==> src/rtl/mmio_pkg.sv <==
// Shared definitions for the memory-mapped LED/switch peripheral:
// bus widths, default register addresses and the debounce state encoding.
package mmio_pkg;

    localparam int unsigned SW_W   = 10;
    localparam int unsigned DATA_W = 16;
    localparam int unsigned ADDR_W = 16;

    localparam logic [ADDR_W-1:0] DEF_ADDR_LED  = 16'hC000;
    localparam logic [ADDR_W-1:0] DEF_ADDR_SW   = 16'hC001;
    localparam logic [ADDR_W-1:0] DEF_ADDR_STAT = 16'hC002;

    typedef enum logic {
        STABLE   = 1'b0,
        SETTLING = 1'b1
    } db_state_e;

    // Zero-extend a switch/LED-wide value onto the data bus.
    function automatic logic [DATA_W-1:0] zext_sw(input logic [SW_W-1:0] v);
        return {{(DATA_W - SW_W){1'b0}}, v};
    endfunction

endpackage

==> src/rtl/sw_debounce.sv <==
// Two-flop synchronizer followed by a debounce FSM that only accepts a switch
// pattern after DEBOUNCE_CYCLES consecutive identical synchronized samples.
module sw_debounce
    import mmio_pkg::*;
#(
    parameter int unsigned DEBOUNCE_CYCLES = 16
) (
    input  logic            clk,
    input  logic            rst_n,
    input  logic [SW_W-1:0] sw_raw,
    output logic [SW_W-1:0] sw_stable,
    output logic            chg_pulse
);

    localparam int unsigned     CNT_W    = $clog2(DEBOUNCE_CYCLES);
    localparam logic [CNT_W-1:0] CNT_LAST = CNT_W'(DEBOUNCE_CYCLES - 1);

    logic [SW_W-1:0]  sync_meta_q;
    logic [SW_W-1:0]  sync_q;
    db_state_e        state_q;
    logic [SW_W-1:0]  cand_q;
    logic [CNT_W-1:0] cnt_q;
    logic [SW_W-1:0]  sw_stable_q;
    logic             chg_pulse_q;

    // Metastability guard: raw board switches are asynchronous to clk.
    always_ff @(posedge clk or negedge rst_n) begin
        if (!rst_n) begin
            sync_meta_q <= '0;
            sync_q      <= '0;
        end else begin
            sync_meta_q <= sw_raw;
            sync_q      <= sync_meta_q;
        end
    end

    // Any disagreement with the candidate restarts the count; a return to the
    // accepted value is treated as a glitch and abandons the candidate.
    always_ff @(posedge clk or negedge rst_n) begin
        if (!rst_n) begin
            state_q     <= STABLE;
            cand_q      <= '0;
            cnt_q       <= '0;
            sw_stable_q <= '0;
            chg_pulse_q <= 1'b0;
        end else begin
            chg_pulse_q <= 1'b0;
            case (state_q)
                STABLE: begin
                    if (sync_q != sw_stable_q) begin
                        state_q <= SETTLING;
                        cand_q  <= sync_q;
                        cnt_q   <= '0;
                    end
                end
                SETTLING: begin
                    if (sync_q == sw_stable_q) begin
                        state_q <= STABLE;
                    end else if (sync_q != cand_q) begin
                        cand_q <= sync_q;
                        cnt_q  <= '0;
                    end else if (cnt_q == CNT_LAST) begin
                        sw_stable_q <= cand_q;
                        chg_pulse_q <= 1'b1;
                        state_q     <= STABLE;
                    end else begin
                        cnt_q <= cnt_q + CNT_W'(1);
                    end
                end
            endcase
        end
    end

    assign sw_stable = sw_stable_q;
    assign chg_pulse = chg_pulse_q;

endmodule

==> src/rtl/mmio_ledsw.sv <==
// Memory-mapped board I/O: a writable LED register, a debounced switch read
// port and a sticky switch-change flag that is cleared by reading it.
module mmio_ledsw
    import mmio_pkg::*;
#(
    parameter int unsigned       DEBOUNCE_CYCLES = 16,
    parameter logic [ADDR_W-1:0] ADDR_LED        = DEF_ADDR_LED,
    parameter logic [ADDR_W-1:0] ADDR_SW         = DEF_ADDR_SW,
    parameter logic [ADDR_W-1:0] ADDR_STAT       = DEF_ADDR_STAT
) (
    input  logic              clk,
    input  logic              rst_n,
    input  logic [ADDR_W-1:0] addr,
    input  logic [DATA_W-1:0] wdata,
    input  logic              we,
    input  logic              re,
    output logic [DATA_W-1:0] rdata,
    output logic              rvalid,
    input  logic [SW_W-1:0]   SW_in,
    output logic [SW_W-1:0]   LEDR_out,
    output logic              sw_chg
);

    logic [SW_W-1:0]   sw_stable;
    logic              chg_pulse;
    logic [SW_W-1:0]   led_q;
    logic [DATA_W-1:0] rdata_q;
    logic              rvalid_q;
    logic              sw_chg_q;
    logic              wr_led_c;
    logic              rd_stat_c;
    logic [DATA_W-1:0] rd_data_c;
    logic              unused_wdata_hi;

    sw_debounce #(
        .DEBOUNCE_CYCLES (DEBOUNCE_CYCLES)
    ) u_deb (
        .clk       (clk),
        .rst_n     (rst_n),
        .sw_raw    (SW_in),
        .sw_stable (sw_stable),
        .chg_pulse (chg_pulse)
    );

    // Only the LED-wide low bits of a store are meaningful.
    assign unused_wdata_hi = ^wdata[DATA_W-1:SW_W];

    assign wr_led_c  = we && (addr == ADDR_LED);
    assign rd_stat_c = re && (addr == ADDR_STAT);

    // Read mux sees pre-edge register values, so a same-cycle store or flag
    // clear is not reflected in the data returned.
    always_comb begin
        rd_data_c = '0;
        if (addr == ADDR_SW) begin
            rd_data_c = zext_sw(sw_stable);
        end else if (addr == ADDR_LED) begin
            rd_data_c = zext_sw(led_q);
        end else if (addr == ADDR_STAT) begin
            rd_data_c = {{(DATA_W - 1){1'b0}}, sw_chg_q};
        end
    end

    always_ff @(posedge clk or negedge rst_n) begin
        if (!rst_n) begin
            led_q    <= '0;
            rdata_q  <= '0;
            rvalid_q <= 1'b0;
            sw_chg_q <= 1'b0;
        end else begin
            rvalid_q <= re;
            if (wr_led_c) begin
                led_q <= wdata[SW_W-1:0];
            end
            if (re) begin
                rdata_q <= rd_data_c;
            end
            // A new change event outranks a concurrent read-to-clear.
            if (chg_pulse) begin
                sw_chg_q <= 1'b1;
            end else if (rd_stat_c) begin
                sw_chg_q <= 1'b0;
            end
        end
    end

    assign LEDR_out = led_q;
    assign rdata    = rdata_q;
    assign rvalid   = rvalid_q;
    assign sw_chg   = sw_chg_q;

endmodule

==> config.mk <==
export PLATFORM = sky130hd
export DESIGN_NAME = mmio_ledsw
export DESIGN_NICKNAME = d
export VERILOG_FILES = /design/src/rtl/mmio_pkg.sv /design/src/rtl/sw_debounce.sv /design/src/rtl/mmio_ledsw.sv
export SDC_FILE = /design/constraint.sdc
export NUM_CORES = 1
export LEC_CHECK = 0
export ABC_CLOCK_PERIOD_IN_PS = 2560
export CORE_ASPECT_RATIO = 1.1
export CORE_MARGIN = 8
export CORE_UTILIZATION = 45
export DETAILED_ROUTE_END_ITERATION = 6
export HOLD_SLACK_MARGIN = 0.02
export PLACE_DENSITY = 0.79
export SYNTH_ARGS = -nofsm -noshare
export SYNTH_HDL_FRONTEND = slang
export SYNTH_SLANG_ARGS = --single-unit
==> constraint.sdc <==
create_clock -name clk -period 2.56 [get_ports clk]
set_input_delay 0.256 -clock clk [delete_from_list [all_inputs] [get_ports clk]]
set_output_delay 0.256 -clock clk [all_outputs]
set_load 0.1 [all_outputs]
# Yosys cells after proc, flatten, opt, wreduce, memory -nomap -nowiden
# Cells that the tools add are included.
# totals
mem_bits_ro	0
memories	0
elab_cells	55
latch_bits	0
inputBits	46
ram_bits	0
out_inout_bits	28
reg_bits	74
# classes
multipliers	0
muxes	23
n_div	0
n_eq_ne	11
magnitude_cmp	0
addsub	1
bitwise	3
n_shift	0
n_reduce_logical	6
# op_table
op	n
$eq A16 B16 Y1 const B	3
$mux W10	4
$ne A10 B10 Y1	2
$pmux W10 S2	1
$mux W16	1
$mux W4	4
$mux W1	11
$eq A10 B10 Y1	1
$pmux W4 S2	1
$reduce_and A3 Y1	2
$add A4 B1 Y4 const B	1
$eq A4 B4 Y1 const B	1
$ne A2 B2 Y1 const B	2
$reduce_and A4 Y1	1
$ne A3 B3 Y1 const B	1
$not A1 Y1	3
$logic_and A1 B1 Y1	2
$ne A2 B1 Y1 const B	1
$pmux W1 S2	1
$reduce_bool A2 Y1	1

# Logic depth before layout (Yosys ltp)
# depth
depth_word	5
ltp_mapped	6
depth_no_buf	5

# Hierarchy
# From an unflattened synthesis, not the netlist that was laid out.
# hier_totals
hier_cells	200
hier_area_um2	2834.0
# by_module_without_submodules
mod	cells_each	seq_area_each_um2	area_each_um2	n_inst
sw_debounce	116	1151.1	1814.2	1
mmio_ledsw	84	550.5	1019.7	1

# Least setup slack after synthesis
# Ideal clock, no wire load.
# synth_timing
kind	register to register
start	register u_deb.sync_q[4]
end	register u_deb.sw_stable_q[0] (netlist: u_deb.sw_stable[0])
arrival_ps	1745
setup_slack_ps	690
required_ps	2435
n_path_buf	1
setup_ps	125
path_stages_with_launch	7
period_less_slack_ps	1870
path_cell_list	dfrtp_1 > xnor2_1 > nand4_1 > nor4_4 > nand3b_1 > buf_6 > mux2_2
# synth_between
elab_chain_len	3
elab_cells_between_ends	5
classes_between	2 x eq/ne; 2 x bitwise; 1 x reduce/logical
# synth_rtl
item	line_no	source
from (decl)	sw_debounce.sv:19	logic [SW_W-1:0] sync_q;
from (signal assigned)	sw_debounce.sv:33	sync_q <= sync_meta_q;
$eq A10 B10 Y1 or $ne A10 B10 Y1 (tied branches)	sw_debounce.sv:57, sw_debounce.sv:59	
$not A1 Y1 (no line)	n/a	
$reduce_and A4 Y1 (no line) *	n/a	
to (signal assigned)	sw_debounce.sv:63	sw_stable_q <= cand_q;
to (decl)	sw_debounce.sv:23	logic [SW_W-1:0] sw_stable_q;
# Every way passes the cells marked *; elsewhere a longest branch is shown, timed or not.
# A chain may end at the register's enable or synchronous reset.

# Final worst setup path
# layout_timing
start	input port addr[15]
end	register led_q[1] (netlist: LEDR_out[1])
# layout_between
elab_chain_len	2
# layout_rtl
item	line_no	source
from (decl)	mmio_ledsw.sv:13	input logic [ADDR_W-1:0] addr,
$eq A16 B16 Y1	mmio_ledsw.sv:48	assign wr_led_c = we && (addr == ADDR_LED);
$logic_and A1 B1 Y1	mmio_ledsw.sv:48	
to (signal assigned)	mmio_ledsw.sv:73	led_q <= wdata[SW_W-1:0];
to (decl)	mmio_ledsw.sv:26	logic [SW_W-1:0] led_q;
# No other way between the ends.

==> metrics.md <==
| Metric | Value |
|---|---|
| Number of rows in the core area | `30` |
| Critical path startpoint category | `primary input` |
| Number of global-route vias before repair | `1881` |
| Clock tree root buffer cell | `sky130_fd_sc_hd__clkbuf_8` |
| Initial antenna violation count | `0` |
| Adder-cell share of the synthesized area | `0.452%` |
| Setup repair after global routing missed its margin | `false` |
| Cell area power density | `574 nW/µm²` |
| Combinational cell fraction of total power | `under 10%` |
| Max rail drop VDD | `0.300 mV` |
| Predominant post-synthesis flop cell | `sky130_fd_sc_hd__dfrtp_1` |
| Post-Synthesis Cells | `between 200 and 250` |
| Antenna-violating nets left | `0` |
| Internal Dissipation | `around 1.6 mW` |
| Detailed-route DRC error count | `0` |
| Final-stage net count | `between 300 and 400` |
| DR iter-0 viols | `around 50` |
| Cell depth of the worst min-delay path | `0` |
| Final max-slew violation count | `0` |
| Fraction of final layout cells sized beyond drive strength 1 | `27.7%` |
| CTS resizes | `0` |
| Aggregate routed wire length | `5.43 mm` |
| Global-route wire length before repair | `8.98 mm` |
| Top-level I/O count | `between 70 and 80` |
| Share of total power in sequential cells | `between 50% and 60%` |
| Crit-path max FO | `6` |
| Tightest Pin Transition | `between 0.7 and 0.8 ns` |
| Number of iterations in the first detailed-routing pass | `4` |
| Hold bufs inserted after CTS | `1` |
| Pin count of the biggest net entering global routing | `39` |
| Fraction of synthesized cell area in xor and xnor cells | `6.33%` |
| Vert. Die Dim | `around 100 µm` |
| Drt via density | `roughly 5` |
| Post-CTS clock slew at the launch and capture registers of the worst setup and hold paths | `about 0.070 ns` |
| R2r startpoint | `u_deb.sync_q[8]` |
| Async set or reset register ratio after synthesis | `100%` |
| Hold Path Class | `flop to flop` |
| Achievable frequency | `approximately 0.5 GHz` |
| Clock buffer depth | `2` |
| Total instance count after detailed placement | `around 340` |
| Total of endpoints with negative setup slack in the final report | `0` |
| Post-synthesis to final-layout area growth | `30.5%` |
| Count of final hold-check violations | `0` |
| Relative contribution of the clock network to total power | `37.5%` |
| Worst clock skew on the final layout | `between 0.007 and 0.008 ns` |
| Reg2reg end | `u_deb.cand_q[0]` |
| Overall routing resource usage | `about an eighth` |
| Switching Fraction | `a little under a quarter` |
| Status | `completed` |
| Distinct cell type count after synthesis | `35` |
| Number of filler instances in the final layout | `between 400 and 500` |
| Shortest clock period the worst path allows after layout | `about 2 ns` |
| Via Count | `approximately 1800` |
| Net switching power of the design | `approximately 0.47 mW` |
| Mean routed wirelength per cell | `about 15 µm` |
| Required arrival time at the worst endpoint | `2.78 ns` |
| MaxCap Viol Count | `0` |
| Simple-gate share of the synthesized area | `7.32%` |
| Initial cell density of the core | `about 46%` |
| Slew Limit Headroom | `52.5%` |
| Overall overflow remaining after global route | `0` |
| Critical path arrival | `roughly 2.2 ns` |
| EDFF count, synth | `0` |
| Reg-to-reg setup timing slack | `approximately 0.68 ns` |
| Number of buffers inserted during clock tree synthesis | `9` |
| Critical Path End Type | `flop` |
| Sinks on Clock Net | `just under 70` |
| Die width | `slightly above 90 µm` |
| Diode insertion count for antenna repair | `0` |
| Summed instance area of the synthesized netlist | `~2800 µm²` |
| Post-detail-place hpwl | `approximately 4.1 mm` |
| Combinational family with the most area after synthesis | `multiplexers` |
| Hold worst-path end | `u_deb.sync_q[2]` |
| Count of state elements after synthesis | `approximately 70` |
| Input/output buffers | `61` |
| Hold Slack | `roughly 0.35 ns` |
| Synthesized area divided by synthesized cell count | `around 14 µm²` |
| Core area | `6040 µm²` |
| Hold Startpoint | `u_deb.sync_meta_q[2]` |
| Multiplexer fraction of the synthesized cell area | `16.2%` |
| Final worst path period share | `~78%` |
| Total Die Area | `about 8900 µm²` |
| Layout Cells excl Fill | `358` |
| Worst skew pair latency | `between 0.3 and 0.4 ns` |
| Routability congestion estimate | `between 0.8 and 0.9` |
| Level count of the clock H-tree | `3` |
| Sequential area share after synthesis | `between 60% and 70%` |
| Clock tree from TritonCTS | `done` |
| Compound-gate portion of the synthesized area | `under 10%` |
| Count of buffers added by post-CTS timing repair for setup | `0` |
| Accumulated negative setup slack | `0 ns` |
| Leakage power figure | `1.66 nW` |
| Number of cell instances on the worst register-to-register path | `5` |
| Number of warnings printed during yosys synthesis | `0` |
| Critical Setup Path Class | `primary input to flop` |
-- layer usage --
layer	track usage, %	up-vias	share of wire [%]
met5	0	-	0
met4	7.57	0	1.6
met3	3.91	9	6.3
met2	19.9	57	48
met1	14.9	856	44
li1	-	839	-
-- worst max-delay path by stage --
stage / from / endpoint / cells past startpoint / slack [ns]
5_1_grt: addr[4] / LEDR_out[3] / 7 / 0.47
6_report: addr[15] / LEDR_out[1] / 7 / 0.57
3_5_place_dp: addr[15] / LEDR_out[1] / 7 / 0.23
2_1_floorplan: u_deb.sync_q[4] / u_deb.sw_stable[0] / 6 / 0.69
3_3_place_gp: addr[15] / LEDR_out[8] / 7 / 0.29
4_1_cts: addr[15] / LEDR_out[1] / 7 / 0.59
-- area by class of cell --
class                      count  area [µm²]  share of cell area (%)
tap                           80         100                    2.77
inverter                      11        41.3                    1.14
clock inverter                 2        10.0                   0.277
multi-input combinational    117         976                    27.0
timing repair buffer          68         618                    17.1
sequential                    68        1700                    47.1
clock buffer                  12         165                    4.57
-- power by group through the flow --
stage | Sequential, mW | Combinational, mW | Clock [mW]
after floorplan | 1.14 | 0.0874 | 0
after global placement | 1.14 | 0.177 | 0
after detailed placement | 1.14 | 0.179 | 0
after CTS | 1.12 | 0.181 | 0.802
after global routing | 1.12 | 0.192 | 0.840
final | 1.12 | 0.179 | 0.777
-- critical path: stages --
cell	delay, ns
sky130_fd_sc_hd__clkdlybuf4s50_1	0.45
sky130_fd_sc_hd__nor4bb_1	0.29
sky130_fd_sc_hd__nand4_1	0.20
sky130_fd_sc_hd__nor2_1	0.16
sky130_fd_sc_hd__and3_1	0.31
sky130_fd_sc_hd__buf_4	0.21
sky130_fd_sc_hd__mux2_2	0.34
-- registers in the layout, summed over array words and instances (netlist names) --
| register | flops |
|---|---|
| LEDR_out | 10 |
| rdata | 10 |
| u_deb.sync_meta_q | 10 |
| u_deb.sw_stable | 10 |
| u_deb.chg_pulse | 1 |
| u_deb.cnt_q | 4 |
| rvalid | 1 |
| u_deb.sync_q | 10 |
| u_deb.cand_q | 10 |
| u_deb.state_q | 1 |
| sw_chg | 1 |
-- through the flow --
stage	setup slack (ns)	area [µm²]	total power [mW]	utilization, %
final	0.566	3610	2.07	59.8
after global routing	0.466	3610	2.15	59.8
after CTS	0.585	3610	2.10	59.8
after detailed placement	0.235	3430	1.32	56.7
after global placement	0.290	3430	1.31	56.7
after floorplan	0.690	2790	1.23	-
-- cell usage in the layout, fill, tap and decap left out, types with 7 or more instances in the layout --
master	n
sky130_fd_sc_hd__mux2i_1	10
sky130_fd_sc_hd__o22ai_1	9
sky130_fd_sc_hd__buf_4	27
sky130_fd_sc_hd__nor2_1	7
sky130_fd_sc_hd__mux2_2	31
sky130_fd_sc_hd__clkdlybuf4s50_1	38
sky130_fd_sc_hd__xnor2_1	18
sky130_fd_sc_hd__inv_1	11
sky130_fd_sc_hd__clkbuf_8	12
sky130_fd_sc_hd__dfrtp_1	68
-- Yosys cell counts, types with 2 or more instances --
cell type | count | share of area (%)
sky130_fd_sc_hd__inv_1 | 11 | 1.5
sky130_fd_sc_hd__nor4_1 | 2 | 0.45
sky130_fd_sc_hd__mux2_2 | 31 | 13
sky130_fd_sc_hd__nand3_1 | 2 | 0.36
sky130_fd_sc_hd__nand3b_1 | 2 | 0.54
sky130_fd_sc_hd__buf_4 | 6 | 1.6
sky130_fd_sc_hd__and3_1 | 3 | 0.68
sky130_fd_sc_hd__nor2b_1 | 2 | 0.45
sky130_fd_sc_hd__nand2_1 | 2 | 0.27
sky130_fd_sc_hd__xnor2_1 | 18 | 5.7
sky130_fd_sc_hd__mux2i_1 | 10 | 3.6
sky130_fd_sc_hd__nand4_1 | 6 | 1.4
sky130_fd_sc_hd__xor2_1 | 2 | 0.63
sky130_fd_sc_hd__dfrtp_1 | 68 | 61
sky130_fd_sc_hd__o22ai_1 | 9 | 2.0
sky130_fd_sc_hd__nand2b_1 | 2 | 0.45
sky130_fd_sc_hd__nor2_1 | 7 | 0.95
-- cell families after synthesis --
group	Yosys count
AOI/OAI and AO/OA	16
and+or+nand+nor	33
muxes	41
adders and majority gates	1
DFF	68
other	1
buffers and inverters	21
xor gates and xnor gates	20
No activity file was read; power rests on OpenSTA's default activity.
